File: src/rtl/systolic_west_feeder.sv
`default_nettype none
// ============================================================================
// Module   : systolic_west_feeder
// Purpose  : West-edge feeder for a systolic array. Takes one activation
//            vector per beat over valid/ready and emits per-row skewed
//            {input, valid, switch} streams. Row r lags row 0 by r cycles.
//            Each tile is preceded by one switch-only token so every PE row
//            promotes its background weight one cycle before its first beat.
// Ports    : clk, rst_n      - clock, asynchronous active-low reset
//            flush           - synchronous clear of pipeline and FSM
//            in_valid/ready  - upstream handshake
//            in_data         - ROWS lanes, lane r at [r*DATA_WIDTH +: DATA_WIDTH]
//            in_last         - last beat of the tile
//            out_input       - per-row activation, same packing as in_data
//            out_valid       - per-row valid
//            out_switch      - per-row weight-switch flag
//            busy            - FSM outside IDLE
//            tile_done       - pulse while row ROWS-1 presents the last beat
// Revision : 1.0 - initial release
// ============================================================================
module systolic_west_feeder #(
  parameter int ROWS       = 2,
  parameter int DATA_WIDTH = 16
) (
  input  logic                       clk,
  input  logic                       rst_n,
  input  logic                       flush,
  input  logic                       in_valid,
  output logic                       in_ready,
  input  logic [ROWS*DATA_WIDTH-1:0] in_data,
  input  logic                       in_last,
  output logic [ROWS*DATA_WIDTH-1:0] out_input,
  output logic [ROWS-1:0]            out_valid,
  output logic [ROWS-1:0]            out_switch,
  output logic                       busy,
  output logic                       tile_done
);

  localparam int c_cnt_w = (ROWS > 1) ? $clog2(ROWS) : 1;

  typedef enum logic [1:0] {
    ST_IDLE   = 2'd0,
    ST_SWITCH = 2'd1,
    ST_STREAM = 2'd2,
    ST_DRAIN  = 2'd3
  } state_t;

  state_t               r_state;
  state_t               w_state_nxt;
  logic [c_cnt_w-1:0]   r_drain_cnt;
  logic [c_cnt_w-1:0]   w_drain_cnt_nxt;

  // Token injected into every lane at the coming edge.
  logic                       w_accept;
  logic                       w_inj_valid;
  logic                       w_inj_switch;
  logic                       w_inj_last;
  logic [ROWS*DATA_WIDTH-1:0] w_inj_data;

  // --------------------------------------------------------------------------
  // FSM state register
  // --------------------------------------------------------------------------
  always_ff @(posedge clk or negedge rst_n) begin
    if (!rst_n) begin
      r_state     <= ST_IDLE;
      r_drain_cnt <= '0;
    end else if (flush) begin
      r_state     <= ST_IDLE;
      r_drain_cnt <= '0;
    end else begin
      r_state     <= w_state_nxt;
      r_drain_cnt <= w_drain_cnt_nxt;
    end
  end

  // --------------------------------------------------------------------------
  // FSM next-state and injection control
  // --------------------------------------------------------------------------
  always_comb begin
    w_state_nxt     = r_state;
    w_drain_cnt_nxt = r_drain_cnt;
    w_accept        = 1'b0;
    w_inj_valid     = 1'b0;
    w_inj_switch    = 1'b0;
    w_inj_last      = 1'b0;
    in_ready        = 1'b0;
    case (r_state)
      ST_IDLE: begin
        // The pending beat is left in place; it is taken in STREAM.
        if (in_valid) begin
          w_state_nxt = ST_SWITCH;
        end
      end
      ST_SWITCH: begin
        w_inj_switch = 1'b1;
        w_state_nxt  = ST_STREAM;
      end
      ST_STREAM: begin
        in_ready = 1'b1;
        if (in_valid) begin
          w_accept    = 1'b1;
          w_inj_valid = 1'b1;
          if (in_last) begin
            w_inj_last = 1'b1;
            // Single-row arrays have nothing left to drain.
            if (ROWS == 1) begin
              w_state_nxt = ST_IDLE;
            end else begin
              w_state_nxt     = ST_DRAIN;
              w_drain_cnt_nxt = c_cnt_w'(ROWS - 1);
            end
          end
        end
      end
      ST_DRAIN: begin
        // Leaves after ROWS-1 cycles, once the counter steps to zero.
        w_drain_cnt_nxt = r_drain_cnt - 1'b1;
        if (r_drain_cnt <= c_cnt_w'(1)) begin
          w_state_nxt = ST_IDLE;
        end
      end
      default: begin
        w_state_nxt = ST_IDLE;
      end
    endcase
  end

  assign w_inj_data = w_accept ? in_data : '0;
  assign busy       = (r_state != ST_IDLE);

  // --------------------------------------------------------------------------
  // Per-lane delay lines: lane r has r+1 stages, last stage drives row r.
  // --------------------------------------------------------------------------
  for (genvar r = 0; r < ROWS; r++) begin : g_lane
    logic [DATA_WIDTH-1:0] r_data [0:r];
    logic [r:0]            r_valid;
    logic [r:0]            r_switch;

    always_ff @(posedge clk or negedge rst_n) begin
      if (!rst_n) begin
        for (int s = 0; s <= r; s++) begin
          r_data[s] <= '0;
        end
        r_valid  <= '0;
        r_switch <= '0;
      end else if (flush) begin
        for (int s = 0; s <= r; s++) begin
          r_data[s] <= '0;
        end
        r_valid  <= '0;
        r_switch <= '0;
      end else begin
        r_data[0]   <= w_inj_data[r*DATA_WIDTH +: DATA_WIDTH];
        r_valid[0]  <= w_inj_valid;
        r_switch[0] <= w_inj_switch;
        for (int s = 1; s <= r; s++) begin
          r_data[s]   <= r_data[s-1];
          r_valid[s]  <= r_valid[s-1];
          r_switch[s] <= r_switch[s-1];
        end
      end
    end

    assign out_input[r*DATA_WIDTH +: DATA_WIDTH] = r_data[r];
    assign out_valid[r]                          = r_valid[r];
    assign out_switch[r]                         = r_switch[r];
  end

  // --------------------------------------------------------------------------
  // Last-beat marker travels alongside lane ROWS-1 so tile_done lines up with
  // that row presenting the final beat. Cleared on abort, so no pulse follows.
  // --------------------------------------------------------------------------
  logic [ROWS-1:0] r_last_pipe;

  always_ff @(posedge clk or negedge rst_n) begin
    if (!rst_n) begin
      r_last_pipe <= '0;
    end else if (flush) begin
      r_last_pipe <= '0;
    end else begin
      r_last_pipe[0] <= w_inj_last;
      for (int s = 1; s < ROWS; s++) begin
        r_last_pipe[s] <= r_last_pipe[s-1];
      end
    end
  end

  assign tile_done = r_last_pipe[ROWS-1];

endmodule
`default_nettype wire

File: config.mk
export PLATFORM = sky130hd
export DESIGN_NAME = systolic_west_feeder
export DESIGN_NICKNAME = d
export VERILOG_FILES = /design/src/rtl/systolic_west_feeder.sv
export SDC_FILE = /design/constraint.sdc
export NUM_CORES = 1
export LEC_CHECK = 0
export CAP_MARGIN = 15
export CELL_PAD_IN_SITES_DETAIL_PLACEMENT = 0
export CELL_PAD_IN_SITES_GLOBAL_PLACEMENT = 1
export CORE_UTILIZATION = 35
export DETAILED_ROUTE_END_ITERATION = 6
export PLACE_DENSITY = 0.89
export SLEW_MARGIN = 10
export SYNTH_ARGS = -nofsm -noshare
export SYNTH_HDL_FRONTEND = slang
export SYNTH_SLANG_ARGS = --single-unit
File: constraint.sdc
create_clock -name clk -period 1.5 [get_ports clk]
set_input_delay 0.15 -clock clk [delete_from_list [all_inputs] [get_ports clk]]
set_output_delay 0.15 -clock clk [all_outputs]
set_load 0.005 [all_outputs]
==> results.py, run 1 <==
metrics = {
    "outcome": {
        "status": "completed",
    },
    "worst_setup_path": {
        "cp_slowest_cell": "dfrtp_1",
        "start_kind": "register",
        "cp.required_ps": 1690,
        "cp.arrival_ps": 1650,
        "end_kind": "register",
        "critPathKind": "reg2reg",
        "crit_chain": "inv_1 > ha_2 > nor2_1 > a2bb2oi_2 > mux2_1",
        "slowest_delay_ps": 360,
        "path_max_fanout": 4,
    },
    "power": {
        "combPwrFrac_pct": 20.8,
        "internal-power_mw": 2.515,
        "switchingPower_mw": 0.7815,
        "p_leak_nw": 1.414,
        "netSwitchingFraction_pct": 23.71,
        "p_seq_share_pct": 49.8,
        "peakVddDrop_uv": 396.0,
        "p_per_area_nw_per_um2": 1111,
        "p_clk_share_pct": 29.4,
    },
    "sta": {
        "holdWs_ps": 356.7,
        "tightest_slew_ps": 337.1,
        "min_period_ps": 1458,
        "finalClockSkew_ps": 5.788,
        "finalWorstSetupSlack_ps": 42.00,
        "setup_tns_ps": 0,
        "fin_crit_sh_pct": 97.20,
        "hold_viol_final": 0,
        "rsz0062_at_grt": "yes",
        "fmax_mhz": 685.9,
        "relSlewSlack_pct": 77.53,
        "drv_slew": 0,
        "finalSetupViolCount": 0,
    },
    "yosys": {
        "netlist_area_um2": 2122,
        "synthesis.area_per_instance_um2": 14.24,
        "synth_cells": 149,
        "ys_seq_area_share_pct": 66.04,
        "syn_nets": 190,
        "yosysUniqueCellTypes": 17,
        "yosys_register_bits": 56,
        "ys_warn_count": 0,
    },
    "global_routing": {
        "antenna_found_initial": 0,
        "grt_usage_pct": 12.13,
        "grt_max_degree": 57,
        "grt_pass1_vias": 1251,
        "grt_first_pass_wirelength_mm": 5.685,
        "grt_overflow": 0,
    },
    "clock_tree": {
        "cts_buffers": 5,
        "clock_path_buffers": 2,
        "cts_sinks": 56,
        "cts_tree": "done",
        "clk_pin_slew_ps": 100,
        "insertion_delay_ps": 300,
        "root_buffer": "clkbuf_8",
        "htree_levels": 2,
    },
    "floorplanning": {
        "rows": 27,
        "die-height_um": 79.87,
        "die_area_um2": 6378,
        "dieWidth_um": 79.87,
        "coreArea_um2": 5675,
        "start_util_pct": 37.39,
        "io_pins": 76,
    },
    "cells_and_area": {
        "diodes": 0,
        "postLayoutCoreUtil_pct": 52.27,
        "layout.nets": 256,
        "drive_gt1_share_pct": 22.69,
        "instances_no_fill": 288,
        "synthToLayoutAreaGrowth_pct": 39.80,
    },
    "detailed_routing": {
        "routed_wl_mm": 3.661,
        "vias": 1213,
        "antenna_left": 0,
        "drc_errors": 0,
        "drt-pass1-iter-count": 4,
        "via_per_inst": 4.212,
        "first_iter_violations": 40,
        "wl_per_cell_um": 12.71,
    },
    "placement": {
        "globalplace.congestion": 0.7812,
        "portBuffers": 75,
        "pre_cts_slack_ps": -114.1,
        "place_inst": 277,
        "dp_hpwl_mm": 2.408,
    },
    "min_path": {
        "hold_path_class": "in2async",
    },
    "flow_run": {
        "max_cap_viol_count": 0,
    },
}
[sequential cells by signal, indices dropped and copies added (netlist names)]
register,cells
g_lane.r_switch,2
g_lane.r_valid,2
r_state,2
g_lane.r_data,32
r_last_pipe,2
out_input,16
[final cells by class]
cell class | instances | area (um^2)
timing repair buffer | 81 | 803.3
clock inverter | 3 | 42.54
clock buffer | 5 | 68.82
inverter | 4 | 15.01
multi-input combinational | 67 | 545.5
sequential | 56 | 1401
fill | 509 | 2709
tap | 72 | 90.09
[per-layer routing]
metal | GRT usage [%] | part of all wire (%) | vias to the layer above
li1 | - | - | 565
met3 | 3.314 | 6.1 | 4
met5 | 0 | 0 | -
met1 | 12.17 | 37 | 600
met2 | 22.56 | 55 | 44
met4 | 6.429 | 1.6 | 0
[path summary, 6_finish.rpt]
kind	cells after the start	end	startpoint	slack, ps
worst min register to register	1	r_last_pipe[1]	r_last_pipe[0]	460
worst max register to register	5	r_state[0]	r_state[0]	40
min in group clk	2	g_lane[0].r_data[15]	in_data[15]	390
max in group asynchronous	3	g_lane[1].r_switch[1]	rst_n	880
worst min-delay path	3	out_input[22]	rst_n	360
worst max-delay path	5	r_state[0]	r_state[0]	40
[cells in the mapped netlist (all sizes together)]
master / count / area [um^2]
a2bb2oi: 1 / 15.01
and2: 32 / 272.8
and3b: 1 / 10.01
and4b: 1 / 10.01
buf: 22 / 173.9
clkbuf: 1 / 3.750
dfrtp: 56 / 1401
ha: 4 / 50.05
inv: 4 / 15.01
mux2: 1 / 11.26
mux2i: 1 / 10.01
nand2b: 2 / 12.51
nor2: 3 / 11.26
nor2b: 20 / 125.1
[stage by stage]
step	area, um^2	power [mW]
2_1_floorplan	2122	1.998
3_3_place_gp	2823	2.330
3_5_place_dp	2823	2.350
4_1_cts	2949	3.317
5_1_grt	2967	3.480
6_report	2967	3.296
[power groups by stage]
stage / Combinational (mW) / Sequential, mW / Clock (mW)
after floorplan: 0.328 / 1.67 / 0
after global placement: 0.663 / 1.67 / 0
after detailed placement: 0.678 / 1.67 / 0
after CTS: 0.670 / 1.64 / 1.00
after global routing: 0.763 / 1.65 / 1.07
final: 0.687 / 1.64 / 0.968
[timing repair]
item,in CTS,in global routing
hold buffers,1,0
gates cloned,0,1
setup buffers,0,1
endpoints found under the setup margin,34,34
resized for setup,6,1
hold endpoints to repair,56,0
pin swaps,0,0
[kinds of logic after synthesis]
family | after synthesis | share of synthesized area [%]
AND/OR/NAND/NOR | 59 | 20.81
flip-flops | 56 | 66.04
buffers and inverters | 27 | 9.079
adder cells (fa/ha/maj) | 4 | 2.359
multiplexers | 2 | 1.002
AO/OA/AOI/OAI | 1 | 0.7073
[cells in the final DEF (no fill, tap or decap)]
master           instances
a2bb2oi_2                1
and2_1                   3
and2_4                  29
and3b_2                  1
and3b_4                  1
and4b_1                  1
buf_12                   1
buf_2                    1
buf_4                    4
bufinv_16                1
clkbuf_8                 5
clkdlybuf4s50_1         72
clkinv_2                 1
clkinvlp_4               1
dfrtp_1                 56
dlygate4sd2_1            2
dlygate4sd3_1            1
ha_1                     2
ha_2                     2
inv_1                    3
inv_2                    1
mux2_1                   1
mux2i_1                  1
nand2b_1                 2
nor2_1                   3
nor2b_1                 20
[worst max-delay path, delay by kind of cell (launching register included)]
kind | cells | cell delay, ps
compound gates | 1 | 210
fa+ha+maj | 1 | 220
buf+inv | 1 | 80
flops | 1 | 360
mux | 1 | 350
simple gates | 1 | 140
Power figures use the tool's default switching activity.
==> run 2, diff against run 1 <==
==> constraint.sdc (replaced) <==
create_clock -name clk -period 1.5 [get_ports clk]
set_input_delay 0.375 -clock clk [delete_from_list [all_inputs] [get_ports clk]]
set_output_delay 0.375 -clock clk [all_outputs]
set_load 0.005 [all_outputs]
==> run 2 against run 1 <==
  * Final cell count increased by 3.8%
  * Setup slack got worse by 34 ps
  * Global-route usage increased by 1.2 points
  * Register-to-register slack got worse by 30 ps
  * Clock skew increased by 3.5 ps
  * Sequential share of layout area decreased by 1.4 points
  * Via count increased by 0.82%
  * Largest cell class unchanged
  * Critical path depth decreased by 2
  * Maximum frequency decreased by 2.3%
  * Critical endpoint is now in_ready
  * Routed wire length decreased by 0.22%
  * First-iteration DRC count unchanged
  * Critical path type is now reg2out
==> results.py, run 2 (same netlist as run 1, synthesis figures left out) <==
metrics = {
    "detailed_routing": {
        "antenna_left": 0,
        "drt-pass1-iter-count": 4,
        "drc_errors": 0,
        "vias": 1223,
        "routed_wl_mm": 3.653,
        "via_per_inst": 4.090,
        "first_iter_violations": 40,
        "wl_per_cell_um": 12.22,
    },
    "clock_tree": {
        "cts_buffers": 5,
        "clk_pin_slew_ps": 100,
        "root_buffer": "clkbuf_8",
        "insertion_delay_ps": 310,
        "cts_sinks": 56,
        "htree_levels": 2,
        "cts_tree": "done",
        "clock_path_buffers": 2,
    },
    "floorplanning": {
        "io_pins": 76,
        "rows": 27,
        "start_util_pct": 37.39,
        "dieWidth_um": 79.87,
        "die-height_um": 79.87,
        "coreArea_um2": 5675,
        "die_area_um2": 6378,
    },
    "global_routing": {
        "grt_max_degree": 29,
        "grt_pass1_vias": 1391,
        "grt_overflow": 0,
        "grt_usage_pct": 13.32,
        "grt_first_pass_wirelength_mm": 6.320,
        "antenna_found_initial": 0,
    },
    "worst_setup_path": {
        "path_buf_inv": 2,
        "slowest_delay_ps": 410,
        "crit_chain": "buf_6 > ha_4 > buf_6",
        "critPathKind": "reg2out",
        "end_kind": "primary output",
        "cp.required_ps": 1120,
        "worst_path_most_repeated_cell": "buf_6",
        "path_max_fanout": 2,
        "cp_slowest_cell": "dfrtp_1",
        "cp_top_family": "flip-flops",
        "start_kind": "register",
        "cp.arrival_ps": 1120,
    },
    "cells_and_area": {
        "layout.nets": 267,
        "drive_gt1_share_pct": 29.07,
        "final_common_cell": "dfrtp_1",
        "fill_cells": 512,
        "synthToLayoutAreaGrowth_pct": 43.93,
        "post-route-cell-area_um2": 3054,
        "layout_common_cells": "dfrtp_1 (56), dlygate4sd2_1 (37), clkdlybuf4s50_1 (35)",
        "diodes": 0,
        "largest-register": "g_lane.r_data",
        "largest_reg_flops": 32,
    },
    "sta": {
        "rsz0062_at_grt": "yes",
        "relSlewSlack_pct": 75.61,
        "finalClockSkew_ps": 9.253,
        "min_period_ps": 1492,
        "drv_slew": 0,
        "hold_viol_final": 0,
        "tightest_slew_ps": 365.8,
        "finalSetupViolCount": 0,
        "fmax_mhz": 670.3,
        "fin_crit_sh_pct": 99.46,
        "setup_tns_ps": 0,
    },
    "min_path": {
        "hold_path_class": "reg2reg",
    },
    "placement": {
        "globalplace.congestion": 0.6509,
        "dp_hpwl_mm": 2.669,
        "placed_area_um2": 2903,
        "portBuffers": 75,
    },
    "power": {
        "p_leak_nw": 1.654,
        "p_per_area_nw_per_um2": 1113,
        "peakVddDrop_uv": 669.0,
    },
    "flow_run": {
        "max_cap_viol_count": 0,
    },
    "outcome": {
        "status": "completed",
    },
}
-- run 2: worst paths after layout --
kind | start | to | slack (ps) | cells after the start
min reg2reg | g_lane[1].r_data[20] | out_input[20] | 460 | 1
min in group asynchronous | rst_n | g_lane[0].r_data[10] | 510 | 2
max | r_state[1] | in_ready | 8 | 3
min | g_lane[1].r_data[20] | out_input[20] | 460 | 1
max in group asynchronous | rst_n | g_lane[0].r_data[4] | 520 | 3
max reg2reg | r_state[1] | r_state[0] | 8 | 6
-- run 2: timing repair --
action,in CTS,in global routing
endpoints found under the hold margin,12,0
resized for setup,53,10
pin swaps,1,3
gates cloned,0,0
setup buffers,4,0
hold buffers,1,0
setup endpoints to repair,40,36
-- run 2: stage by stage --
| step | utilization [%] | total power, mW | std cells | hold WS (ps) | setup WS, ps |
|---|---|---|---|---|---|
| final | 53.81 | 3.399 | 299 | 462.2 | 8.068 |
| after global routing | 53.81 | 3.613 | 299 | 481.9 | -47.64 |
| after CTS | 53.20 | 3.389 | 299 | 465.0 | -49.79 |
| after detailed placement | 51.15 | 2.424 | 286 | 312.3 | -87.17 |
| after global placement | 51.15 | 2.407 | 286 | 305.7 | -80.35 |
| after floorplan | - | 1.998 | 149 | 79.41 | 103.1 |
-- run 2: area by class of cell --
| cell class | instances | area [um^2] | share of cell area (%) |
|---|---|---|---|
| clock buffers | 7 | 86.33 | 2.827 |
| clock inverters | 1 | 7.507 | 0.2458 |
| inverters | 4 | 15.01 | 0.4916 |
| multi-input cells | 66 | 569.3 | 18.64 |
| flip-flops and latches | 56 | 1401 | 45.88 |
| well taps | 72 | 90.09 | 2.950 |
| repair buffers | 93 | 884.6 | 28.96 |
-- run 2: worst reg2reg max path: stages, from the launching register on --
cell       delay (ps)
dfrtp_1           410
buf_6             130
ha_4              150
buf_6             110
nor2_4             70
a2bb2oi_2         180
mux2_4            320
-- run 2: layer usage --
| layer | routed length, um | vias up | GRT usage (%) |
|---|---|---|---|
| met5 | 0 | - | 0 |
| met2 | 1969 | 50 | 24.79 |
| li1 | - | 586 | - |
| met3 | 208 | 10 | 3.543 |
| met1 | 1368 | 577 | 13.44 |
| met4 | 106 | 0 | 6.964 |
-- run 2: where the power goes --
group          switching [mW]  internal, mW  leakage (nW)
clock                   0.463         0.376        0.0445
sequential             0.0379          1.60         0.778
combinational           0.344         0.577         0.831
total                   0.845          2.55          1.65
==> run 3, diff against run 2 <==
- ABC_CLOCK_PERIOD_IN_PS: default -> 1300
- CORE_UTILIZATION: 35 -> 31
- PLACE_DENSITY: 0.89 -> 0.84
- clock period: 1.5 -> 1.3 ns (I/O delays scaled with it)
==> run 3 against run 2 <==
  * The run now ends with DRC, setup timing left
  * Worst hold slack got worse by 460 ps
  * Clock power increased by 31%
  * Clock-buffer cell count decreased by 1
  * Critical endpoint is now r_state[0]
  * Flip-flop and latch count unchanged
  * First-iteration DRC count increased by 2.5%
  * Clock skew about the same
  * Setup slack got worse by 200 ps
  * Final cell count increased by 0.33%
  * Combinational power increased by 25%
  * Sequential share of layout area decreased by 0.11 points
==> results.py, run 3 (same netlist as run 1, synthesis figures left out) <==
metrics = {
    "outcome": {
        "status": "finished with violations",
        "violations": "DRC, setup timing",
    },
    "global_routing": {
        "grt_pass1_vias": 1262,
        "grt_first_pass_wirelength_mm": 6.099,
        "antenna_found_initial": 0,
        "grt_max_degree": 57,
        "grt_overflow": 0,
        "grt_usage_pct": 11.28,
    },
    "worst_setup_path": {
        "path_buf_inv": 2,
        "cp.required_ps": 1500,
        "end_kind": "register",
        "path_max_fanout": 2,
        "cp.arrival_ps": 1690,
        "cp_slowest_cell": "dfrtp_1",
        "ff2ff_setup_slack_ps": -190,
        "slowest_delay_ps": 410,
        "worst_path_most_repeated_cell": "buf_6",
        "crit_chain": "buf_6 > ha_4 > buf_6 > nor2_4 > a2bb2oi_4 > mux2_4",
        "reg2reg_from": "r_state[1]",
        "start_kind": "register",
        "cp-startpoint": "r_state[1]",
        "critPathKind": "reg2reg",
        "cp_top_family": "flip-flops",
    },
    "cells_and_area": {
        "instances_no_fill": 300,
        "largest_reg_flops": 32,
        "synthToLayoutAreaGrowth_pct": 44.28,
        "post-route-cell-area_um2": 3062,
        "diodes": 0,
        "layout.nets": 263,
        "layout_common_cells": "dfrtp_1 (56), clkdlybuf4s50_1 (35), dlygate4sd2_1 (31)",
        "drive_gt1_share_pct": 28.25,
        "final_common_cell": "dfrtp_1",
        "postLayoutCoreUtil_pct": 47.14,
        "largest-register": "g_lane.r_data",
        "fill_cells": 605,
    },
    "power": {
        "p_per_area_nw_per_um2": 1353,
        "p_leak_nw": 1.625,
        "peakVddDrop_uv": 1156,
    },
    "floorplanning": {
        "start_util_pct": 32.67,
        "io_pins": 76,
        "rows": 29,
        "die-height_um": 84.74,
        "die_area_um2": 7180,
        "dieWidth_um": 84.74,
        "coreArea_um2": 6495,
    },
    "detailed_routing": {
        "vias": 1197,
        "wl_per_cell_um": 12.18,
        "antenna_left": 0,
        "first_iter_violations": 41,
        "routed_wl_mm": 3.654,
        "drt-pass1-iter-count": 7,
        "via_per_inst": 3.990,
        "drc_errors": 5,
    },
    "sta": {
        "tightest_slew_ps": 301.1,
        "relSlewSlack_pct": 79.93,
        "setup_tns_ps": -5408,
        "fin_crit_sh_pct": 114.9,
        "hold_viol_final": 0,
        "holdWs_ps": 1.538,
        "finalClockSkew_ps": 9.319,
        "rsz0062_at_grt": "yes",
        "drv_slew": 0,
        "min_period_ps": 1494,
        "finalWorstSetupSlack_ps": -193.9,
        "fmax_mhz": 669.4,
        "finalSetupViolCount": 36,
    },
    "placement": {
        "placed_area_um2": 2914,
        "globalplace.congestion": 0.7367,
        "place_inst": 289,
        "dp_hpwl_mm": 2.481,
        "portBuffers": 75,
    },
    "clock_tree": {
        "root_buffer": "clkbuf_8",
        "insertion_delay_ps": 300,
        "cts_tree": "done",
        "postCtsHoldBufs": 0,
        "htree_levels": 2,
        "clk_pin_slew_ps": 100,
        "cts_buffers": 5,
        "cts_sinks": 56,
        "clock_path_buffers": 2,
    },
    "flow_run": {
        "max_cap_viol_count": 0,
    },
    "min_path": {
        "hold_path_class": "in2async",
    },
}
[run 3: repair_timing]
action | CTS | global route
buffers inserted | 3 | 0
pin swaps | 3 | 1
resized for setup | 56 | 8
endpoints found under the setup margin | 73 | 42
endpoints found under the hold margin | 0 | 0
[run 3: final cells by class]
type / count / area (um^2) / area share (%)
multi-input combinational: 66 / 578.1 / 18.88
sequential: 56 / 1401 / 45.77
timing repair buffer: 89 / 863.3 / 28.20
inverter: 4 / 15.01 / 0.4904
clock inverter: 2 / 35.03 / 1.144
clock buffer: 6 / 72.57 / 2.370
tap: 77 / 96.34 / 3.147
[run 3: final timing paths]
check | end | cells past startpoint
worst max-delay path | r_state[0] | 6
worst min-delay path | g_lane[0].r_data[8] | 2
worst max register to register | r_state[0] | 6
worst min register to register | out_input[20] | 1
max in group asynchronous | out_input[17] | 2
min in group clk | out_input[20] | 1
[run 3: per-stage QoR]
stage               setup slack [ps]  total power, mW
global route                  -228.6            4.376
floorplan                     -24.68            2.338
global placement              -170.6            2.816
CTS                           -185.3            4.136
finish                        -193.9            4.142
detailed placement            -194.9            2.828
[run 3: routing by layer]
metal	global-route usage (%)	share of wire, %
met1	12.97	40
met2	19.66	54
met3	3.048	4.7
met4	5.085	1.7
met5	0	0
[run 3: worst reg2reg max path, delay by kind of cell (launching register included)]
kind,cells,cell delay (ps)
AOI/OAI and AO/OA,1,180
muxes,1,310
and+or+nand+nor,1,90
adders and majority gates,1,160
buffers and inverters,2,240
DFF,1,410
[run 3: where the power goes]
group | switching [mW] | internal [mW]
combinational | 0.432 | 0.721
sequential | 0.0427 | 1.85
clock | 0.526 | 0.572
total | 1.00 | 3.14
